$ cat config.mk
export PLATFORM = sky130hd
export DESIGN_NAME = uart_txr
export DESIGN_NICKNAME = d
export VERILOG_FILES = /design/src/rtl/uart_txr.sv
export SDC_FILE = /design/constraint.sdc
export NUM_CORES = 1
export LEC_CHECK = 0
export BUFFER_PORTS_ARGS = -buffer_cell sky130_fd_sc_hd__buf_2
export CAP_MARGIN = 20
export CELL_PAD_IN_SITES_DETAIL_PLACEMENT = 0
export CELL_PAD_IN_SITES_GLOBAL_PLACEMENT = 1
export CORE_UTILIZATION = 53
export DETAILED_ROUTE_END_ITERATION = 7
export GPL_TIMING_DRIVEN = 0
export PLACE_DENSITY_LB_ADDON = 0.1
export SLEW_MARGIN = 20
export SYNTH_ARGS = -nofsm -noshare
export SYNTH_HDL_FRONTEND = slang
export SYNTH_SLANG_ARGS = --single-unit
$ cat constraint.sdc
create_clock -name i_clk -period 2.7 [get_ports i_clk]
set_input_delay 0.135 -clock i_clk [delete_from_list [all_inputs] [get_ports i_clk]]
set_output_delay 0.135 -clock i_clk [all_outputs]
set_load 0.01 [all_outputs]
$ cat src/rtl/uart_txr.sv
// rtl/uart_txr.sv - byte-wide UART transmitter with input FIFO; 8N1 by default,
// 8E1 when UART_TX_PARITY_EN is defined.
module uart_txr #(
  parameter int CLKS_PER_BIT = 10,
  parameter int FIFO_DEPTH   = 4
) (
  input  logic       i_clk,
  input  logic       i_rst,
  input  logic       i_data_valid,
  input  logic [7:0] i_data_byte,
  output logic       o_data_ready,
  output logic       o_tx_data_line,
  output logic       o_tx_busy,
  output logic       o_tx_done
);

  localparam int CW = $clog2(CLKS_PER_BIT);
  localparam int AW = $clog2(FIFO_DEPTH);
  localparam int PW = AW + 1;
  localparam logic [CW-1:0] LAST_CNT = CW'(CLKS_PER_BIT - 1);

`ifdef UART_TX_PARITY_EN
  typedef enum logic [2:0] {S_IDLE, S_START, S_DATA, S_PARITY, S_STOP} state_t;
`else
  typedef enum logic [2:0] {S_IDLE, S_START, S_DATA, S_STOP} state_t;
`endif

  state_t        r_state;
  state_t        w_state_next;
  logic [CW-1:0] r_clk_cnt;
  logic [2:0]    r_bit_idx;
  logic [7:0]    r_shift;
  logic          r_line;
  logic          r_busy;
  logic          r_done;

  logic [7:0]    r_mem [FIFO_DEPTH];
  logic [PW-1:0] r_wr_ptr;
  logic [PW-1:0] r_rd_ptr;

  logic w_full;
  logic w_empty;
  logic w_push;
  logic w_pop;
  logic w_done;
  logic w_line;
  logic w_bit_end;

  // Extra pointer MSB distinguishes full from empty when the index bits match.
  assign w_empty   = (r_wr_ptr == r_rd_ptr);
  assign w_full    = (r_wr_ptr[AW] != r_rd_ptr[AW]) &&
                     (r_wr_ptr[AW-1:0] == r_rd_ptr[AW-1:0]);
  assign w_push    = i_data_valid && !w_full && !i_rst;
  assign w_bit_end = (r_clk_cnt == LAST_CNT);

  assign o_data_ready   = !w_full;
  assign o_tx_data_line = r_line;
  assign o_tx_busy      = r_busy;
  assign o_tx_done      = r_done;

  always_ff @(posedge i_clk) begin
    if (w_push) begin
      r_mem[r_wr_ptr[AW-1:0]] <= i_data_byte;
    end
  end

  always_ff @(posedge i_clk) begin
    if (i_rst) begin
      r_state <= S_IDLE;
    end else begin
      r_state <= w_state_next;
    end
  end

  always_comb begin
    w_state_next = r_state;
    w_pop        = 1'b0;
    w_done       = 1'b0;
    w_line       = 1'b1;
    case (r_state)
      S_IDLE: begin
        if (!w_empty) begin
          w_pop        = 1'b1;
          w_state_next = S_START;
        end
      end
      S_START: begin
        w_line = 1'b0;
        if (w_bit_end) begin
          w_state_next = S_DATA;
        end
      end
      S_DATA: begin
        w_line = r_shift[r_bit_idx];
        if (w_bit_end && (r_bit_idx == 3'd7)) begin
`ifdef UART_TX_PARITY_EN
          w_state_next = S_PARITY;
`else
          w_state_next = S_STOP;
`endif
        end
      end
`ifdef UART_TX_PARITY_EN
      S_PARITY: begin
        w_line = ^r_shift;
        if (w_bit_end) begin
          w_state_next = S_STOP;
        end
      end
`endif
      S_STOP: begin
        if (w_bit_end) begin
          w_done = 1'b1;
          // Chain straight into the next start bit when more data is queued.
          if (!w_empty) begin
            w_pop        = 1'b1;
            w_state_next = S_START;
          end else begin
            w_state_next = S_IDLE;
          end
        end
      end
      default: w_state_next = S_IDLE;
    endcase
  end

  always_ff @(posedge i_clk) begin
    if (i_rst) begin
      r_wr_ptr  <= '0;
      r_rd_ptr  <= '0;
      r_clk_cnt <= '0;
      r_bit_idx <= '0;
      r_shift   <= '0;
      r_line    <= 1'b1;
      r_busy    <= 1'b0;
      r_done    <= 1'b0;
    end else begin
      if (w_push) begin
        r_wr_ptr <= r_wr_ptr + PW'(1);
      end
      if (w_pop) begin
        r_rd_ptr  <= r_rd_ptr + PW'(1);
        r_shift   <= r_mem[r_rd_ptr[AW-1:0]];
        r_bit_idx <= '0;
      end else if ((r_state == S_DATA) && w_bit_end) begin
        r_bit_idx <= r_bit_idx + 3'd1;
      end
      if ((r_state == S_IDLE) || w_bit_end) begin
        r_clk_cnt <= '0;
      end else begin
        r_clk_cnt <= r_clk_cnt + CW'(1);
      end
      r_line <= w_line;
      r_busy <= (w_state_next != S_IDLE);
      r_done <= w_done;
    end
  end

endmodule
======== Yosys cells after proc, flatten, opt, wreduce, memory -nomap -nowiden ========
Memory sizes are Yosys's and may differ from the RTL's. A register that Yosys moved wholly into a read port is not among the register bits.
Cells that the tools add are included.
word-level totals
  flip-flop bits (word level) ............. 19
  bits in writable memories ............... 32
  bits of input ports ..................... 11
  output and inout bits ................... 4
  logic and storage cells ................. 51
  memories kept ........................... 1
memory list
  memory  depth  bits a word  rd ports  clocked after Yosys merged registers in  wr ports  line  RTL
  r_mem   4      8            1         1                                        1         37    logic [7:0] r_mem [FIFO_DEPTH];
operators by class
  add/sub/neg operators ................... 4
  magnitude comparators ................... 1
  equality and inequality tests ........... 8
  multiplexer cells ....................... 15
  bitwise operators ....................... 1
  reductions and logical operators ........ 13
operator list
  operator                                                                      count
  3-bit 2-to-1 mux                                                              4
  3-bit case mux with 4 select lines                                            1
  3-bit by 1-bit adder with 3-bit output, second input constant                 3
  1-bit 2-to-1 mux                                                              7
  3-bit by 2-bit == test with 1-bit output, second input constant               2
  2-bit OR reduction                                                            3
  1-bit logical AND                                                             5
  4-bit by 1-bit adder with 4-bit output, second input constant                 1
  4-bit == test, second input constant                                          1
  3-bit by 4-bit less-than comparator with 1-bit output, second input constant  1
  1-bit case mux with 2 select lines                                            2
  1-bit binary-select mux with 3-bit select                                     1
  3-bit by 1-bit == test with 1-bit output, second input constant               1
  3-bit == test                                                                 1
  3-bit == test, second input constant                                          1
  3-bit zero test                                                               1
  3-bit nonzero test                                                            1
  2-bit == test                                                                 1
  1-bit zero test                                                               2
  1-bit logical OR                                                              1
  1-bit != test                                                                 1
  1-bit NOT                                                                     1

======== Longest topological paths before layout ========
Gate-level depths: netlist (run 1).
  depth after elaboration ................. 7
  gate-level depth with buffers ........... 7
  depth with buffers taken out ............ 6

======== Worst setup path before layout (run 1) ========
No wires, ideal clock.
  path kind ............................... register to register
  start point ............................. reg r_rd_ptr[1]
  end point ............................... mem r_mem[3][0] (enable)
  setup time .............................. 0.332 ns
  data arrival time ....................... 1.351 ns
  data required time ...................... 2.368 ns
  setup slack ............................. 1.017 ns
  cell stages (with the launch flop) ...... 6
  path buffers ............................ 1
  period minus slack after synthesis ...... 1.683 ns
  cells stage by stage .................... dfxtp_1 buf_2 xor2_1 o31ai_2 nor2_1 and2_1
between the ends
  word-level cells in the longest chain between the ends .. 7
RTL lines
  element                                 line  RTL
  start: declaration                      39    logic [PW-1:0] r_rd_ptr;
  start signal: assignment                142   r_rd_ptr <= r_rd_ptr + PW'(1);
  2-bit == test                           52    (r_wr_ptr[AW-1:0] == r_rd_ptr[AW-1:0]);
  1-bit logical AND                       51    assign w_full = (r_wr_ptr[AW] != r_rd_ptr[AW]) &&
  1-bit zero test                         53    assign w_push = i_data_valid && !w_full && !i_rst;
  1-bit logical AND (2 in a row)          53
  1-bit 2-to-1 mux                        62    if (w_push) begin
  1-bit 2-to-1 mux (implied by the code)  63    r_mem[r_wr_ptr[AW-1:0]] <= i_data_byte;
  end: declaration                        37
Every way passes these cells.

======== Worst setup path after layout (run 1) ========
Same ends and word-level chain as after synthesis.

==> results of run 1 <==
## layer usage
layer	wire length, um	part of all wire [%]
met1	1910	45
met4	41	0.96
met3	149	3.5
met2	2152	51
met5	0	0
## worst max path at each step
stage | to | cells past startpoint
final | r_mem[3][0]$_DFFE_PP_ | 5
after global routing | r_mem[1][0]$_DFFE_PP_ | 5
after CTS | r_mem[1][3]$_DFFE_PP_ | 5
after detailed placement | r_mem[3][2]$_DFFE_PP_ | 5
after global placement | r_mem[3][1]$_DFFE_PP_ | 5
after floorplan | r_mem[3][0]$_DFFE_PP_ | 5
## what timing repair did
action	4_1_cts	5_1_grt
hold endpoints to repair	11	0
hold buffers	3	0
buffers inserted	0	0
## layout make-up
cell class	count	area, um^2	share of cell area [%]
flip-flops and latches	59	1501	52.33
multi-input cells	113	955.9	33.32
clock buffers	9	123.9	4.317
repair buffers	17	100.1	3.489
well taps	52	65.06	2.268
clock inverters	6	57.56	2.006
plain buffers	11	53.80	1.875
inverters	3	11.26	0.3925
## power groups by stage
| stage | Combinational (uW) | Sequential [uW] | Clock, uW |
|---|---|---|---|
| floorplan | 207 | 1030 | 0 |
| global placement | 269 | 1030 | 0 |
| detailed placement | 278 | 1040 | 0 |
| CTS | 282 | 1020 | 758 |
| global route | 311 | 1020 | 791 |
| finish | 275 | 1020 | 736 |
## Yosys cell counts
library cell / count / area [um^2]
and3_1: 1 / 6.260
a211oi_1: 1 / 7.510
buf_1: 1 / 3.750
conb_1: 1 / 3.750
a211o_1: 1 / 8.760
mux4_2: 9 / 202.7
edfxtp_1: 32 / 960.9
nor2b_1: 2 / 12.51
nand4b_4: 1 / 23.77
nor3_1: 6 / 30.03
xnor2_1: 5 / 43.79
o311ai_1: 1 / 8.760
ha_1: 9 / 112.6
inv_1: 3 / 11.26
o21ai_0: 11 / 55.05
o31ai_2: 1 / 12.51
dfxtp_1: 27 / 540.5
buf_2: 4 / 20.02
a21oi_1: 11 / 55.05
and2b_1: 1 / 7.510
xor2_1: 6 / 52.55
clkbuf_1: 5 / 18.77
a31oi_1: 1 / 6.260
and3b_1: 1 / 8.760
nand3_2: 1 / 10.01
nand2_1: 1 / 3.750
mux2_4: 1 / 15.01
mux4_1: 1 / 26.28
nand3_1: 13 / 65.06
and2_1: 4 / 25.02
mux2i_1: 4 / 40.04
a311oi_1: 1 / 8.760
nor2b_2: 1 / 8.760
buf_6: 1 / 11.26
or3_1: 6 / 37.54
nor2_1: 10 / 37.54
a211oi_4: 1 / 20.02
## logic make-up (layout without fill, tap and decap cells)
group                    Yosys count  after routing  synth area share (%)
adder cells (fa/ha/maj)            9              9                 4.464
XOR/XNOR                          11             11                 3.819
AO/OA/AOI/OAI                     29             29                 7.242
multiplexers                      15             15                 11.26
AND/OR/NAND/NOR                   48             48                 10.96
other                              1              1                0.1487
flip-flops                        59             59                 59.52
buffers and inverters             14             46                 2.579
## through the flow
step	cells	cell area, um^2	power [uW]
floorplan	186	2522	1240
global placement	252	2658	1304
detailed placement	252	2658	1317
CTS	270	2869	2059
global route	270	2869	2126
finish	270	2869	2030
## sequential cells by signal, summed over array words and instances, names as in the netlist
signal          count
r_mem              32
r_shift             8
r_clk_cnt           4
r_bit_idx           3
r_rd_ptr            3
r_state             3
r_wr_ptr            3
o_tx_busy           1
o_tx_data_line      1
o_tx_done           1
## cells in the final DEF, fill, tap and decap left out, types with 3 or more instances in the layout
master,count
inv_1,3
buf_2,18
a21oi_1,11
nor3_1,6
o21ai_0,11
nand3_1,13
nor2_1,10
edfxtp_1,32
mux4_2,9
mux2i_1,4
ha_1,9
and2_1,4
or3_1,6
xnor2_1,5
dfxtp_1,27
clkbuf_8,9
clkbuf_1,5
dlygate4sd3_1,3
xor2_1,6
## worst max-delay path: stages (launching register included)
cell     delay [ns]
dfxtp_1        0.38
buf_2          0.29
xor2_1         0.29
o31ai_2        0.15
nor2_1         0.21
and2_1         0.45
==> reports/results.tsv, run 1 <==
metric	value	unit
grt met1 use	23.13	%
Antenna Nets Post-Route	0	
WS Path Type	reg2reg	
Gate power share	13.6	%
largest net degree at the start of global routing	11	
Layout area overhead	13.74	%
WL final	4254	um
Clk pin slew, worst setup/hold paths	0.06	ns
Inserted Clock Buffers	9	
Flop pwr share	50.2	%
initial antenna violation count	0	
layout cells sized above 1	21.56	%
pre-CTS setup slack	0.5434	ns
achievable clock frequency	470.7	MHz
Worst Hold Class	in2reg	
Final #Nets	234	
Final Util	64.12	%
met3 usage	7.407	%
worst skew pair latency	0.33	ns
Worst Clk Skew	0.007913	ns
syn_nets	206	
Synth Cell Area	0.002522	mm^2
#FFs+latches synth	59	
CP Launch Type	flop	
sequential area share after synthesis	59.52	%
Ant. Diodes	0	
CTS tree	yes	
power share of the clock group	36.2	%
# DRC	0	
slew margin rel.	66.07	%
critical path arrival	2.10	ns
post-route setup TNS	0	ns
min Tclk post-route	2.125	ns
htree depth	3	
first-pass GRT wire length	7203	um
Post-DP HPWL	2973	um
clock buffer depth	2	
DRT Pass-1 Iters	6	
Worst EP required	2.67	ns
Slew Viols, Final	0	
hold depth	1	
final worst slack	0.5753	ns
die area	0.005039	mm^2
synth warn	0	
Synth cell types	37	
worst reg-to-reg path cell count	5	
hold_sp	i_data_byte[1]	
period utilisation layout	78.69	%
CTS root buf	clkbuf_8	
worst-margin pin slew	0.5073	ns
GPL Wtd Cong	0.7334	
FP Rows	24	
Critical Path Start	r_rd_ptr[1]$_SDFFE_PP0P_	
final hold slack	0.01945	ns
launch point of the worst reg-to-reg path	r_rd_ptr[1]$_SDFFE_PP0P_	
Via-to-Cell Ratio	5.504	
number of gates resized after cts	0	
LEAKAGE	0.001068	uW
IO buf count	14	
Die Y	70.99	um
via count	1486	
Die X-Extent	70.99	um
worst vdd rail ir drop	533.9	uV
Switching Power	507.2	uW
final setup fails	0	
RSZ-0062 raised after global routing	false	
Routed WL per cell	15.76	um
vias in the first global route	1517	
Worst R2R Setup Slack	0.58	ns
initial DRC count	38	
IO Pins	15	
busiest metal layer after global routing	met2	
Avg Cell Area, Syn	13.56	um^2
gr usage total	19.94	%
clk sinks	59	
crit-path max FO	10	
internal power	1523	uW
Mapped Cells	186	
initial core utilization	56.38	%
endpoint class of the critical path	flop	
Core Area	0.004474	mm^2
Filler Cells Inserted	335	
FF-to-FF End	r_mem[3][0]$_DFFE_PP_	
Sw Share	24.98	%
hold endpoint	r_mem[3][1]$_DFFE_PP_	
power density over cell area	707.7	mW/mm^2
grt total ovfl	0	
status	complete, no violations	
Max-Cap Viols	0	
met2 usage	33.23	%
Final Hold Fails	0	
No activity file was read; power rests on OpenSTA's default activity.
==> inputs of run 2 (changes only) <==
- ABC_AREA: unset -> 1
- CORE_UTILIZATION: 53 -> 42
- clock period: 2.7 -> 1.8 ns (I/O delays scaled with it)
==> run 2 against run 1 <==
Against the previous run:
- highest routed layer unchanged
- cell count increased by 43%
- non-clock buffer count increased by 7
- via count increased by 20%
- clock skew increased by 0.00077 ns
- synthesized cell count increased by 44%
- sequential cell count unchanged
- combinational power increased by 100%
- core utilization decreased by 10 points
==> reports/results.tsv, run 2 <==
metric	value	unit
status	complete, no violations	
worst-path cell chain	buf_6 -> inv_6 -> nand2_1 -> nand2_2 -> nand3_2 -> nand3_4 -> nor2_4 -> buf_12	
Inserted Clock Buffers	9	
most common cell after layout, fill and taps aside	nor2_1	
vias in the first global route	1677	
Via-to-Cell Ratio	4.632	
via count	1788	
worst skew pair latency	0.33	ns
final worst slack	0.1663	ns
Ant. Diodes	0	
critical path's top delay family	simple AND/OR/NAND/NOR gates	
clock buffer depth	2	
RSZ-0062 raised after global routing	false	
initial DRC count	84	
final cell count without fillers	386	
slowest stage cell, crit path	dfxtp_1	
initial antenna violation count	0	
max reg flops	32	
Clk pin slew, worst setup/hold paths	0.07	ns
Worst EP required	1.85	ns
worst reg-to-reg path cell count	8	
critical path arrival	1.68	ns
Mapped Cells	268	
htree depth	3	
post-synth top area share	36.69	%
final setup fails	0	
gr usage total	16.79	%
Worst Hold Class	in2reg	
CTS tree	yes	
GPL Wtd Cong	0.7203	
Synth area leader	edfxtp_1	
launch point of the worst reg-to-reg path	r_rd_ptr[0]$_SDFFE_PP0P_	
hold_sp	i_data_valid	
hold endpoint	r_wr_ptr[2]$_SDFFE_PP0P_	
asr flop ratio synth	0	%
synth top area cells	edfxtp_1 (37%), dfxtp_1 (21%), nor2_1 (8.5%)	
LEAKAGE	0.001274	uW
Final Hold Fails	0	
Core Area	0.005956	mm^2
Synth cell types	31	
post-route setup TNS	0	ns
number of synthesized flops with an enable pin	32	
layout cells sized above 1	20.90	%
most frequent cells after synthesis	nor2_1 (59), edfxtp_1 (32), o21ai_0 (30)	
hold depth	3	
pre-CTS setup slack	-0.3085	ns
Main synth FF type	edfxtp_1	
top-count cell post-synth	nor2_1	
FP Rows	28	
FF-to-FF End	r_mem[1][6]$_DFFE_PP_	
#FFs+latches synth	59	
endpoint class of the critical path	flop	
Max-Cap Viols	0	
synth warn	0	
CTS root buf	clkbuf_8	
placed cells	357	
die area	0.006555	mm^2
Worst path max stage delay	0.35	ns
Routed WL per cell	12.58	um
power density over cell area	1056	mW/mm^2
syn_nets	288	
Slew Viols, Final	0	
Die X-Extent	80.96	um
CP Launch Type	flop	
WL final	4855	um
Layout area overhead	22.12	%
Synth Cell Area	0.002619	mm^2
largest net degree at the start of global routing	11	
Worst R2R Setup Slack	0.17	ns
Final #Nets	326	
commonest non-fill, non-tap cells in the layout	nor2_1 (55), edfxtp_1 (32), o21ai_0 (30), dfxtp_1 (27), nand2_1 (26)	
crit-path max FO	10	
first-pass GRT wire length	7845	um
clk sinks	59	
Worst Clk Skew	0.008687	ns
achievable clock frequency	612.1	MHz
sequential area share after synthesis	57.33	%
# DRC	0	
IO Pins	15	
Die Y	80.96	um
period utilisation layout	90.76	%
Avg Cell Area, Syn	9.772	um^2
Antenna Nets Post-Route	0	
Post-DP HPWL	3210	um
initial core utilization	43.97	%
min Tclk post-route	1.634	ns
grt total ovfl	0	
WS Path Type	reg2reg	
Pwr Total	3377	uW
worst vdd rail ir drop	567.8	uV
IO buf count	14	
WP buf/inv	3	
Filler Cells Inserted	565	
DRT Pass-1 Iters	4	
==> run 2: cell count changes in the layout (fill, tap and decap cells not counted), sizes merged, moves of 5 or more <==
cell | previous run | this run
buf | 20 | 25
dlygate4sd3 | 3 | 9
a21oi | 11 | 5
or3 | 6 | 0
o21ai | 11 | 42
inv | 3 | 25
nand2 | 1 | 31
nor2 | 10 | 63
mux4 | 10 | 0
==> run 2: layer usage <==
layer | share of wire (%) | up-vias | global-route usage, %
met5 | 0 | - | 0
met4 | 2.2 | 0 | 9.286
li1 | - | 962 | -
met1 | 49 | 797 | 21.53
met2 | 47 | 19 | 26.22
met3 | 2.3 | 10 | 3.708
==> run 2: worst reg2reg max path: cells and delay by family (launching register included) <==
family | cells | cell delay [ns]
AND/OR/NAND/NOR | 5 | 0.62
buffers and inverters | 3 | 0.37
flip-flops | 1 | 0.35
==> run 2: worst max path at each step <==
stage	start	slack [ns]	end	depth (start not counted)
4_1_cts	r_rd_ptr[0]$_SDFFE_PP0P_	-0.10	r_mem[3][0]$_DFFE_PP_	7
2_1_floorplan	r_rd_ptr[0]$_SDFFE_PP0P_	0.15	r_mem[0][0]$_DFFE_PP_	7
6_report	r_rd_ptr[0]$_SDFFE_PP0P_	0.17	r_mem[1][6]$_DFFE_PP_	8
5_1_grt	r_rd_ptr[0]$_SDFFE_PP0P_	0.05	r_mem[1][6]$_DFFE_PP_	8
3_5_place_dp	r_rd_ptr[0]$_SDFFE_PP0P_	-0.31	r_mem[3][3]$_DFFE_PP_	7
3_3_place_gp	r_rd_ptr[0]$_SDFFE_PP0P_	-0.30	r_mem[3][3]$_DFFE_PP_	7
==> run 2: area by class of cell <==
cell class	instances	area, um^2	area share, %
Multi-Input combinational cell	175	988.4	30.91
Tap cell	75	93.84	2.934
Sequential cell	59	1501	46.95
Clock inverter	6	80.08	2.504
Clock buffer	10	127.6	3.991
Timing Repair Buffer	27	240.2	7.512
Buffer	8	63.81	1.995
Inverter	26	102.6	3.208
==> run 2: logic make-up after synthesis <==
family / synth area share, %
xor gates and xnor gates: 2.389
and+or+nand+nor: 18.92
adders and majority gates: 4.300
DFF: 57.33
other: 0.1432
buffers and inverters: 6.354
AOI/OAI and AO/OA: 10.56
==> run 2: timing repair <==
action                                  4_1_cts  5_1_grt
setup buffers                                 0        4
pin swaps                                     0        4
cloned                                        0        0
endpoints found under the setup margin       32       32
resized for setup                             4        5
hold buffers                                  9        0
endpoints found under the hold margin        34        0
==> run 2: power breakdown <==
| group | internal [uW] | switching, uW |
|---|---|---|
| combinational | 224 | 336 |
| clock | 770 | 509 |
| sequential | 1500 | 41.8 |
==> run 2: per-stage QoR <==
stage	area, um^2	hold WS (ns)	utilization, %
floorplan	2619	0.1524	-
global placement	2783	0.3012	46.72
detailed placement	2783	0.3058	46.72
CTS	3090	0.05016	51.89
global route	3198	0.08313	53.70
finish	3198	0.07283	53.70
==> inputs of run 3 (changes only) <==
--- a/config.mk
+++ b/config.mk
@@ -15,3 +15,5 @@
 export GPL_TIMING_DRIVEN = 0
+export HOLD_SLACK_MARGIN = 0.05
 export PLACE_DENSITY_LB_ADDON = 0.1
+export REMOVE_ABC_BUFFERS = 1
 export SLEW_MARGIN = 20
==> constraint.sdc (replaced) <==
create_clock -name i_clk -period 1.8 [get_ports i_clk]
set_input_delay 0.45 -clock i_clk [delete_from_list [all_inputs] [get_ports i_clk]]
set_output_delay 0.45 -clock i_clk [all_outputs]
set_load 0.01 [all_outputs]
==> run 3 against run 2 <==
Against the previous run:
- wire length decreased by 5.0%
- register-to-register slack improved by 0.02 ns
- cell count decreased by 3.4%
- combinational power decreased by 11%
- non-clock buffer count decreased by 13
- global-route usage decreased by 0.70 points
- clock-buffer cell count decreased by 1
- critical path depth decreased by 3
- sequential power about the same
- cell area decreased by 3.8%
- first-iteration DRC count decreased by 9.5%
- sequential cell count unchanged
==> reports/results.tsv, run 3 (same netlist as run 2, synthesis figures left out) <==
metric	value	unit
final cell count without fillers	373	
Worst Clk Skew	0.005074	ns
vias in the first global route	1672	
Via-to-Cell Ratio	4.668	
Die Y	80.96	um
Clk pin slew, worst setup/hold paths	0.07	ns
crit-path max FO	18	
worst skew pair latency	0.33	ns
GPL Wtd Cong	0.6910	
Core Area	0.005956	mm^2
CP Launch Type	flop	
most common cell after layout, fill and taps aside	nor2_1	
achievable clock frequency	579.2	MHz
first-pass GRT wire length	7500	um
IO Pins	15	
Antenna Nets Post-Route	0	
DRT Pass-1 Iters	4	
status	complete, no violations	
RSZ-0062 raised after global routing	false	
Worst EP required	1.35	ns
# DRC	0	
Post-DP HPWL	2946	um
CTS root buf	clkbuf_8	
placed cells	349	
Hold Buf Count CTS	0	
period utilisation layout	95.92	%
WS Path Type	reg2out	
initial antenna violation count	0	
initial core utilization	43.97	%
LEAKAGE	0.001212	uW
endpoint class of the critical path	primary output	
gr usage total	16.09	%
die area	0.006555	mm^2
Layout area overhead	17.44	%
IO buf count	14	
clock buffer depth	2	
Inserted Clock Buffers	9	
FP Rows	28	
CTS tree	yes	
Worst path max stage delay	0.38	ns
Slew Viols, Final	0	
Final Hold Fails	0	
critical path arrival	1.28	ns
via count	1741	
Routed WL per cell	12.37	um
worst vdd rail ir drop	538.2	uV
largest net degree at the start of global routing	20	
layout cells sized above 1	23.49	%
Max-Cap Viols	0	
grt total ovfl	0	
max reg flops	32	
WL final	4613	um
Ant. Diodes	0	
htree depth	3	
Die X-Extent	80.96	um
min Tclk post-route	1.727	ns
post-route setup TNS	0	ns
slowest stage cell, crit path	dfxtp_4	
power density over cell area	1060	mW/mm^2
Worst Hold Class	in2reg	
final setup fails	0	
worst-margin pin slew	0.5702	ns
Final #Nets	313	
clk sinks	59	
commonest non-fill, non-tap cells in the layout	nor2_1 (55), edfxtp_1 (32), o21ai_0 (30), nand2_1 (26), inv_1 (22)	
worst-path cell chain	inv_8 -> nand2_1 -> nand2_2 -> nand3_2 -> buf_2	
slew margin rel.	61.75	%
initial DRC count	76	
-- run 3: cell count changes in the layout (fill, tap and decap cells not counted), sizes merged --
cell and change:
clkbuf -2, buf -3, inv +1, clkinvlp +1, bufinv -1, dlygate4sd3 -9
-- run 3: metrics by stage --
| step | utilization (%) | cell area [um^2] | worst slack [ns] | hold WS [ns] | total power, uW |
|---|---|---|---|---|---|
| 2_1_floorplan | - | 2555 | -0.1343 | 0.4334 | 1909 |
| 3_3_place_gp | 45.65 | 2719 | -0.7900 | 0.4551 | 2030 |
| 3_5_place_dp | 45.65 | 2719 | -0.7630 | 0.4664 | 2040 |
| 4_1_cts | 49.83 | 2968 | 0.01016 | 0.3113 | 3269 |
| 5_1_grt | 51.64 | 3075 | 0.0005793 | 0.3151 | 3436 |
| 6_report | 51.64 | 3075 | 0.07339 | 0.3255 | 3261 |
-- run 3: layout make-up --
| type | instances | area (um^2) |
|---|---|---|
| Fill cell | 590 | 2880 |
| Clock buffer | 9 | 123.9 |
| Inverter | 26 | 105.1 |
| Timing Repair Buffer | 22 | 180.2 |
| Sequential cell | 59 | 1514 |
| Tap cell | 75 | 93.84 |
| Multi-Input combinational cell | 175 | 980.9 |
| Clock inverter | 7 | 77.57 |
-- run 3: path summary, 6_finish.rpt --
check        slack (ns)                      end                     start  depth (start not counted)
min                0.33    r_mem[0][7]$_DFFE_PP_            i_data_byte[7]                          1
max reg2reg        0.19    r_mem[2][7]$_DFFE_PP_  r_rd_ptr[0]$_SDFFE_PP0P_                          7
max                0.07             o_data_ready  r_rd_ptr[0]$_SDFFE_PP0P_                          5
min reg2reg        0.48  r_clk_cnt[0]$_SDFF_PP0_   r_clk_cnt[0]$_SDFF_PP0_                          1
-- run 3: critical path: cells and delay by family (launching register included) --
| family | cells | cell delay (ns) |
|---|---|---|
| buffers and inverters | 2 | 0.27 |
| AND/OR/NAND/NOR | 3 | 0.30 |
| flip-flops | 1 | 0.38 |
-- run 3: layer usage --
metal / wire (um) / vias up / global-route usage [%]
met5: 0 / - / 0
met4: 116 / 0 / 9.643
met1: 2228 / 772 / 19.09
met2: 2163 / 21 / 26.22
met3: 103 / 9 / 4.045
li1: - / 939 / -
-- run 3: where the power goes --
| group | switching (uW) | total (uW) | internal, uW |
|---|---|---|---|
| Sequential | 57.9 | 1560 | 1500 |
| Combinational | 308 | 498 | 190 |
| Clock | 558 | 1200 | 647 |
| Total | 924 | 3260 | 2340 |
-- run 3: timing repair --
| item | in CTS | in global routing |
|---|---|---|
| cloned | 0 | 0 |
| pin swaps | 0 | 4 |
| gates resized for setup | 13 | 5 |
| setup buffers | 1 | 7 |
| setup endpoints to repair | 44 | 33 |
